## src/rtl/dlsc_pcie_s6_outbound_tlp_wrr.sv

```systemverilog
// Outbound memory-request TLP generator: weighted round-robin read/write header
// arbitration, 3DW/4DW header formatting, write payload and a registered skid output.
module dlsc_pcie_s6_outbound_tlp_wrr #(
  parameter int ADDR      = 32,
  parameter int TAG       = 5,
  parameter int RD_WEIGHT = 2,
  parameter int WR_WEIGHT = 2
) (
  input  logic            clk,
  input  logic            rst,

  output logic            trans_req,
  output logic [ADDR-3:0] trans_req_addr,
  input  logic            trans_ack,
  input  logic [61:0]     trans_ack_addr,
  input  logic            trans_ack_64,

  output logic            rd_tlp_h_ready,
  input  logic            rd_tlp_h_valid,
  input  logic [ADDR-3:0] rd_tlp_h_addr,
  input  logic [9:0]      rd_tlp_h_len,
  input  logic [TAG-1:0]  rd_tlp_h_tag,
  input  logic [3:0]      rd_tlp_h_be_first,
  input  logic [3:0]      rd_tlp_h_be_last,
  input  logic [2:0]      rd_tlp_h_tc,
  input  logic [1:0]      rd_tlp_h_attr,

  output logic            wr_tlp_h_ready,
  input  logic            wr_tlp_h_valid,
  input  logic [ADDR-3:0] wr_tlp_h_addr,
  input  logic [9:0]      wr_tlp_h_len,
  input  logic [3:0]      wr_tlp_h_be_first,
  input  logic [3:0]      wr_tlp_h_be_last,
  input  logic [2:0]      wr_tlp_h_tc,
  input  logic [1:0]      wr_tlp_h_attr,

  output logic            wr_tlp_d_ready,
  input  logic            wr_tlp_d_valid,
  input  logic [31:0]     wr_tlp_d_data,

  input  logic            tlp_ready,
  output logic            tlp_valid,
  output logic [31:0]     tlp_data,
  output logic            tlp_last,

  input  logic [7:0]      bus_number,
  input  logic [4:0]      dev_number,
  input  logic [2:0]      func_number
);

  typedef enum logic [2:0] {S_H0, S_H1, S_H2, S_H3, S_DATA} state_t;

  typedef struct packed {
    logic            wr;
    logic [ADDR-3:0] addr;
    logic [9:0]      len;
    logic [7:0]      tag;
    logic [3:0]      be_last;
    logic [3:0]      be_first;
    logic [2:0]      tc;
    logic [1:0]      attr;
  } hdr_t;

  localparam logic [3:0] RD_W = 4'(RD_WEIGHT);
  localparam logic [3:0] WR_W = 4'(WR_WEIGHT);

  state_t          state, state_n;
  hdr_t            hdr, hdr_in;
  logic            h_valid;
  logic            last_wr;
  logic [3:0]      run;
  logic            favour_rd, grant_rd, grant_wr, accept;
  logic            is64;
  logic [31:0]     addr_lo;
  logic [10:0]     dcnt;
  logic            int_valid, int_ready, int_last, int_hs, retire, pop;
  logic [31:0]     int_data;
  logic [1:0][32:0] skid;
  logic            wptr, rptr;
  logic [1:0]      fill;

  // Once the run of the last-granted type hits its weight, the other type wins a tie.
  always_comb begin
    favour_rd = last_wr ? (run >= WR_W) : (run < RD_W);
    grant_rd  = rd_tlp_h_valid && (!wr_tlp_h_valid || favour_rd);
    grant_wr  = wr_tlp_h_valid && (!rd_tlp_h_valid || !favour_rd);
  end

  assign rd_tlp_h_ready = !h_valid && rd_tlp_h_valid && grant_rd;
  assign wr_tlp_h_ready = !h_valid && wr_tlp_h_valid && grant_wr;
  assign accept         = rd_tlp_h_ready || wr_tlp_h_ready;

  always_ff @(posedge clk) begin
    if (rst) begin
      last_wr <= 1'b0;
      run     <= '0;
    end else if (accept) begin
      if (wr_tlp_h_ready == last_wr) begin
        run <= (run == 4'hF) ? run : run + 4'd1;
      end else begin
        last_wr <= wr_tlp_h_ready;
        run     <= 4'd1;
      end
    end
  end

  always_comb begin
    hdr_in = '0;
    if (wr_tlp_h_ready) begin
      hdr_in.wr       = 1'b1;
      hdr_in.addr     = wr_tlp_h_addr;
      hdr_in.len      = wr_tlp_h_len;
      hdr_in.be_first = wr_tlp_h_be_first;
      hdr_in.be_last  = wr_tlp_h_be_last;
      hdr_in.tc       = wr_tlp_h_tc;
      hdr_in.attr     = wr_tlp_h_attr;
    end else begin
      hdr_in.addr     = rd_tlp_h_addr;
      hdr_in.len      = rd_tlp_h_len;
      hdr_in.tag      = 8'(rd_tlp_h_tag);
      hdr_in.be_first = rd_tlp_h_be_first;
      hdr_in.be_last  = rd_tlp_h_be_last;
      hdr_in.tc       = rd_tlp_h_tc;
      hdr_in.attr     = rd_tlp_h_attr;
    end
  end

  always_ff @(posedge clk) begin
    if (rst) begin
      h_valid <= 1'b0;
      hdr     <= '0;
    end else if (accept) begin
      h_valid <= 1'b1;
      hdr     <= hdr_in;
    end else if (retire) begin
      h_valid <= 1'b0;
    end
  end

  assign trans_req      = h_valid;
  assign trans_req_addr = hdr.addr;

  // A 64-bit translation whose upper half is zero still goes out as 3DW.
  assign is64    = trans_ack_64 && (|trans_ack_addr[61:30]);
  assign addr_lo = {trans_ack_addr[29:0], 2'b00};

  always_comb begin
    state_n        = state;
    int_valid      = 1'b0;
    int_data       = '0;
    int_last       = 1'b0;
    wr_tlp_d_ready = 1'b0;
    case (state)
      S_H0: begin
        int_valid = h_valid && trans_ack;
        int_data  = {1'b0, hdr.wr, is64, 5'd0, 1'b0, hdr.tc, 6'd0, hdr.attr, 2'd0, hdr.len};
        if (int_valid && int_ready) state_n = S_H1;
      end
      S_H1: begin
        int_valid = 1'b1;
        int_data  = {bus_number, dev_number, func_number, hdr.tag, hdr.be_last, hdr.be_first};
        if (int_ready) state_n = S_H2;
      end
      S_H2: begin
        int_valid = 1'b1;
        int_data  = is64 ? trans_ack_addr[61:30] : addr_lo;
        int_last  = !is64 && !hdr.wr;
        if (int_ready) state_n = is64 ? S_H3 : (hdr.wr ? S_DATA : S_H0);
      end
      S_H3: begin
        int_valid = 1'b1;
        int_data  = addr_lo;
        int_last  = !hdr.wr;
        if (int_ready) state_n = hdr.wr ? S_DATA : S_H0;
      end
      S_DATA: begin
        int_valid      = wr_tlp_d_valid;
        int_data       = wr_tlp_d_data;
        int_last       = (dcnt == 11'd1);
        wr_tlp_d_ready = int_ready;
        if (int_valid && int_ready && dcnt == 11'd1) state_n = S_H0;
      end
      default: state_n = S_H0;
    endcase
  end

  assign int_hs = int_valid && int_ready;
  assign retire = int_hs && ((state == S_H2 && !is64) || state == S_H3);

  always_ff @(posedge clk) begin
    if (rst) state <= S_H0;
    else     state <= state_n;
  end

  // Reloaded from the held header until DATA starts, so a header accepted mid-payload is harmless.
  always_ff @(posedge clk) begin
    if (rst)                 dcnt <= '0;
    else if (state != S_DATA) dcnt <= (hdr.len == 10'd0) ? 11'd1024 : {1'b0, hdr.len};
    else if (int_hs)          dcnt <= dcnt - 11'd1;
  end

  // Two-entry skid: int_ready comes straight off a fill register bit, never from tlp_ready.
  assign int_ready = !fill[1];
  assign pop       = tlp_valid && tlp_ready;

  always_ff @(posedge clk) begin
    if (rst) begin
      skid <= '0;
      wptr <= 1'b0;
      rptr <= 1'b0;
      fill <= '0;
    end else begin
      if (int_hs) begin
        skid[wptr] <= {int_last, int_data};
        wptr       <= !wptr;
      end
      if (pop) rptr <= !rptr;
      fill <= fill + {1'b0, int_hs} - {1'b0, pop};
    end
  end

  assign tlp_valid = |fill;
  assign tlp_data  = tlp_valid ? skid[rptr][31:0] : '0;
  assign tlp_last  = tlp_valid && skid[rptr][32];

endmodule

```

## config.mk

```make
export PLATFORM = sky130hd
export DESIGN_NAME = dlsc_pcie_s6_outbound_tlp_wrr
export DESIGN_NICKNAME = d
export VERILOG_FILES = /design/src/rtl/dlsc_pcie_s6_outbound_tlp_wrr.sv
export SDC_FILE = /design/constraint.sdc
export NUM_CORES = 1
export LEC_CHECK = 0
export BUFFER_PORTS_ARGS = -buffer_cell sky130_fd_sc_hd__buf_4
export CORE_MARGIN = 2
export CORE_UTILIZATION = 45
export DETAILED_ROUTE_END_ITERATION = 12
export PLACE_DENSITY = 0.86
export SLEW_MARGIN = 20
export SYNTH_ARGS = -nofsm -noshare
export SYNTH_HDL_FRONTEND = slang
export SYNTH_SLANG_ARGS = --single-unit
export TNS_END_PERCENT = 5
```

## constraint.sdc

```tcl
create_clock -name clk -period 3.4 [get_ports clk]
set_input_delay 0.34 -clock clk [delete_from_list [all_inputs] [get_ports clk]]
set_output_delay 0.34 -clock clk [all_outputs]
set_load 0.05 [all_outputs]
```

After elaboration in Yosys (flattened, before gate mapping)
Cells that the tools add are included.
{"block": "totals", "ff_bits": 152, "in_bits": 229, "output_inout_bits": 68}
{"block": "classes", "addsub": 4, "n_lt_le_gt_ge": 5, "n_eq_ne": 14, "mux": 31, "bitwise_logic": 1, "reduce_logical": 41}
{"op": "$pmux 32 s5", "count": 1}
{"op": "$mux 33", "count": 3}
{"op": "$bwmux 66", "count": 1}
{"op": "$mux 32", "count": 2}
{"op": "$mux 40", "count": 1}
{"op": "$demux 33 s1", "count": 1}
{"op": "$mux 11", "count": 3}
{"op": "$reduce_or 32->1", "count": 1}
{"op": "$mux 3", "count": 7}
{"op": "$logic_and 1x1->1", "count": 18}
{"op": "$pmux 3 s5", "count": 1}
{"op": "$mux 13", "count": 1}
{"op": "$ne 2x2->1 const B", "count": 6}
{"op": "$eq 11x1->1 const B", "count": 1}
{"op": "$sub 11x1->11 const B", "count": 1}
{"op": "$logic_not 10->1", "count": 1}
{"op": "$logic_not 1->1", "count": 9}
{"op": "$mux 4", "count": 2}
{"op": "$eq 3x2->1 const B", "count": 2}
{"op": "$pmux 1 s3", "count": 2}
{"op": "$mux 1", "count": 5}
{"op": "$mux 5", "count": 1}
{"op": "$reduce_and 5->1", "count": 1}
{"op": "$add 4x1->4 const B", "count": 1}
{"op": "18 further kinds", "count": 24}

Logic depth before layout (Yosys ltp)
{"block": "depth", "word_depth": 9, "depth_mapped": 10, "ltp_nobuf": 9}

Worst setup path before layout
No wires, ideal clock.
{"block": "synth_timing", "kind": "register -> register", "from": "register run[0]", "to": "register hdr, in the netlist trans_req_addr[15]", "setup_ns": 0.091, "arrival_ns": 2.211, "path_slack_ns": 1.098, "path_stages_with_launch": 10, "n_path_buf": 1, "cell_sequence": "dfxtp_1 -> inv_1 -> ha_1 -> nand2b_1 -> mux2i_1 -> o21ai_1 -> inv_2 -> clkbuf_1 -> nand2_1 -> a311oi_1"}
{"block": "synth_via", "elab_chain_cells": 7, "word_cells_on_any_way": 12}
{"item": "start, declared", "line_no": "71", "source": "logic [3:0] run;"}
{"item": "start signal, assigned", "line_no": "99", "source": "run <= (run == 4'hF) ? run : run + 4'd1;"}
{"item": "$lt 4x2->1 or $ge 4x2->1 (tied branches)", "line_no": "84", "source": "favour_rd = last_wr ? (run >= WR_W) : (run < RD_W);"}
{"item": "$mux 1 (*)", "line_no": "84"}
{"item": "$logic_not 1->1 (*)", "line_no": "86", "source": "grant_wr = wr_tlp_h_valid && (!rd_tlp_h_valid || !favour_rd);"}
{"item": "$logic_or 1x1->1 (*)", "line_no": "86"}
{"item": "$logic_and 1x1->1 (*)", "line_no": "86"}
{"item": "$logic_and 1x1->1 (*)", "line_no": "90", "source": "assign wr_tlp_h_ready = !h_valid && wr_tlp_h_valid && grant_wr;"}
{"item": "via wr_tlp_h_ready", "line_no": "28", "source": "output logic wr_tlp_h_ready,"}
{"item": "$mux 40 or $logic_or 1x1->1 (tied branches)", "line_no": "109, 91"}
{"item": "end signal, assigned", "line_no": "134", "source": "hdr <= hdr_in;"}
{"item": "end, declared", "line_no": "68", "source": "hdr_t hdr, hdr_in;"}
Mark *: on every way through the listed nets, which the timed path passes. The rest lies on a longest branch.
A chain may end at the register's enable or synchronous reset.

Final worst setup path
{"block": "layout_timing", "from": "register state[1]", "to": "register skid[58] in the netlist's numbering"}
{"block": "layout_via", "elab_chain_cells": 4, "word_cells_on_any_way": 10}
{"item": "start, declared", "line_no": "67", "source": "state_t state, state_n;"}
{"item": "start signal, assigned", "line_no": "192", "source": "else state <= state_n;"}
{"item": "$eq 3x2->1 or $eq 3x1->1 (tied branches)", "line_no": "153", "source": "case (state)"}
{"item": "$reduce_or 3->1 (no line)"}
{"item": "$pmux 1 s3", "line_no": "153"}
{"item": "$logic_and 1x1->1", "line_no": "187", "source": "assign int_hs = int_valid && int_ready;"}
{"item": "end signal, assigned by index", "line_no": "214", "source": "skid[wptr] <= {int_last, int_data};"}
{"item": "end, declared", "line_no": "78", "source": "logic [1:0][32:0] skid;"}
Several ways; a longest one is shown, not always the timed one.

==> results.md <==
- DRT antenna net count: 0
- Unique masters post-synth: 56
- EDFF count, synth: 0
- Status: complete, no violations
- Final period util: 0.824
- Clock share of power: 0.295
- Top_reg_cell synth: dfxtp_1
- Clk_lat worst skew: 430 ps
- Nets: around 1,400
- TNS Setup: 0 ps
- P&R area growth vs syn: 35.5%
- Crit. End Element: flop
- Worst-margin pin slew: 1110 ps
- Global Route Usage Sum: 0.280
- CTS tree: done
- Pwr Density: about 660 nW/µm²
- Leakage: 4.26 nW
- Final Hold Violating Endpoints: 0
- Floorplan core area: 17,200 µm²
- Hold_buf cts: 0
- Sequential share of power: 0.331
- Worst path required time: 3720 ps
- Switch share: 0.379
- Drt total wl: 26,600 µm
- Crit path max fanout: 40
- Starting DRT DRC Count: just under 700
- Hold/Removal Path Class: in2reg
- Main area contributors after synthesis: dfxtp_1 38%, a311oi_1 11%, nor2_1 8.2%, mux2i_1 6.8%, nand2_1 6.8%
- Simple-gate portion of the synthesized area: 0.196
- Beginning of the critical path: state[1]
- Slew Viols, Final: 0
- Die X: between 100 and 150 µm
- Multi-input gate area: approximately 4300 µm²
- Total clock sinks: 149
- DR WL/cell: 18.5 µm
- Htree depth: 4
- Synth Area in Adders: 0.00951
- Max_slew headroom: 0.257
- # resized after CTS: 0
- Post-synthesis compound-gate area fraction: 0.254
- WS Path Type: reg2reg
- Worst hold margin: 161 ps
- Fraction of layout instances using a drive strength above 1: 0.299
- Post-synthesis mux area share: 0.0685
- Area share of the largest cell type after synthesis: 0.378
- Unrepaired setup endpoints after global routing: false
- Initial antenna violation count: 0
- Total gr overflow: 0
- Gate power share: 0.374
- Max-Cap Viols: 0
- Row Count: 48
- Largest family of logic cells by synthesized area: compound AO/OA/AOI/OAI gates
- Initial core utilization: 0.458
- Worst reg2reg path startpoint: state[1]
- IO Port Bufs: 296
- Clk root buf: clkbuf_16
- Asr flop ratio synth: 0
- Most frequent cells in the layout: 313 x buf_4, 171 x nor2_1, 148 x dfxtp_1, 144 x nand2_1, 95 x a311oi_1
- Average size of a mapped cell: 8.00 µm²
- Io pins: 297
- Die extent in y: 136 µm
- 1st-pass router iterations: 5
- # Post-CTS Setup Buffers: 0
- Worst Skew: 11.7 ps
- Peak VDD IR: 0.387 mV
- Synth area leader: dfxtp_1
- Post-synthesis sequential area ratio: 0.378
- Seq cells post-synth: about 150
- Clk pin slew, worst setup/hold paths: ~70 ps
- Gpl congestion: 0.897
- Die area: 18,600 µm²
- Final setup viols: 0
- CP Launch Type: flop
- Syn nets: between 1,000 and 1,500
- Global-route wire length before repair: around 40,000 µm
- Vias per inst: 5.79
- Post-DP HPWL: 19,300 µm
- Storage cell area: 2980 µm²
- Post-Synth XOR/XNOR Area: 0.00999
- Drc violations: 0
- Antenna diodes: 0
- Warnings, synthesis: 0
- Layout fillers: approximately 1,500
- Vias in the first global route: 7,797
- Switching pwr: roughly 2.7 mW
- Mapped Cells: approximately 990
- Via count: 8,325
- Commonest non-fill, non-tap cell in the layout: buf_4
- Crit path time final: roughly 2800 ps
- CTS Buf Count: 17
- HP Start: rd_tlp_h_tag[3]
- Clock Tree Buf Depth: 2
- Arrival @ worst endpoint: 3130 ps
- Final Util: 0.621
- Largest net degree at the start of global routing: 89
- Synth Cell Area: 7890 µm²
- P_int: ~4.4 mW
- Max Fclk: 357 MHz
routing by layer:
layer / part of all wire / routed length (µm) / global-route usage
met2: 0.49 / 13000 / 0.474
met4: 0.026 / 691 / 0.112
met1: 0.40 / 10600 / 0.337
met5: 0 / 0 / 0
met3: 0.089 / 2380 / 0.0746
synthesized netlist by cell type, drive strengths merged (4+ instances only):
library cell / count
nor4: 11
nor2b: 5
a311oi: 95
nor2: 173
a211oi: 53
inv: 12
nand3: 6
nand2: 144
nor3b: 4
clkbuf: 66
a22oi: 14
ha: 6
dfxtp: 149
buf: 58
nor3: 13
a21oi: 12
nand2b: 5
a31oi: 32
o21ai: 18
mux2i: 54
xor2: 6
a222oi: 11
power by group through the flow:
stage	logic (mW)	registers, mW	clock network, mW
3_3_place_gp	2.58	2.37	0
5_1_grt	2.87	2.39	2.20
2_1_floorplan	1.93	2.27	0
6_report	2.66	2.35	2.09
4_1_cts	2.65	2.35	2.12
3_5_place_dp	2.63	2.38	0
sequential cells by signal, summed over array words and instances, names as in the netlist:
name	cells
skid	66
trans_req_addr	30
hdr	29
dcnt	11
run	4
state	3
fill	2
last_wr	1
rptr	1
trans_req	1
wptr	1
logic make-up (layout without fill, tap and decap cells):
family	Yosys count	count (layout)
AO/OA/AOI/OAI	259	259
XOR/XNOR	9	9
adder cells (fa/ha/maj)	6	6
buffers and inverters	136	361
flip-flops	149	149
multiplexers	54	54
AND/OR/NAND/NOR	374	374
area by class of cell:
class                      count  share of cell area
clock inverter                14              0.0211
clock buffer                  18              0.0401
timing repair buffer         317               0.227
sequential                   149               0.279
tap                          225              0.0263
multi-input combinational    702               0.402
inverter                      12             0.00421
stage by stage:
stage	cells	cell area [µm²]	total power, mW	setup slack, ps
3_3_place_gp	1405	10000	4.95	814
3_5_place_dp	1405	10000	5.01	669
5_1_grt	1437	10700	7.45	421
6_report	1437	10700	7.10	599
2_1_floorplan	987	7890	4.20	1100
4_1_cts	1437	10700	7.11	634
worst paths after layout:
check	end	slack (ps)	cells after the start
min	hdr[16]	160	3
max reg2reg	skid[58]	600	7
max	skid[58]	600	7
min reg2reg	hdr[2]	500	2
critical path, cell delays in order, from the launching register on:
cell	delay, ps
dfxtp_1	460
or3b_1	540
o32a_2	290
inv_2	230
and2_2	540
buf_12	270
nor2_1	70
a311oi_1	280
No activity file was read; power rests on OpenSTA's default activity.
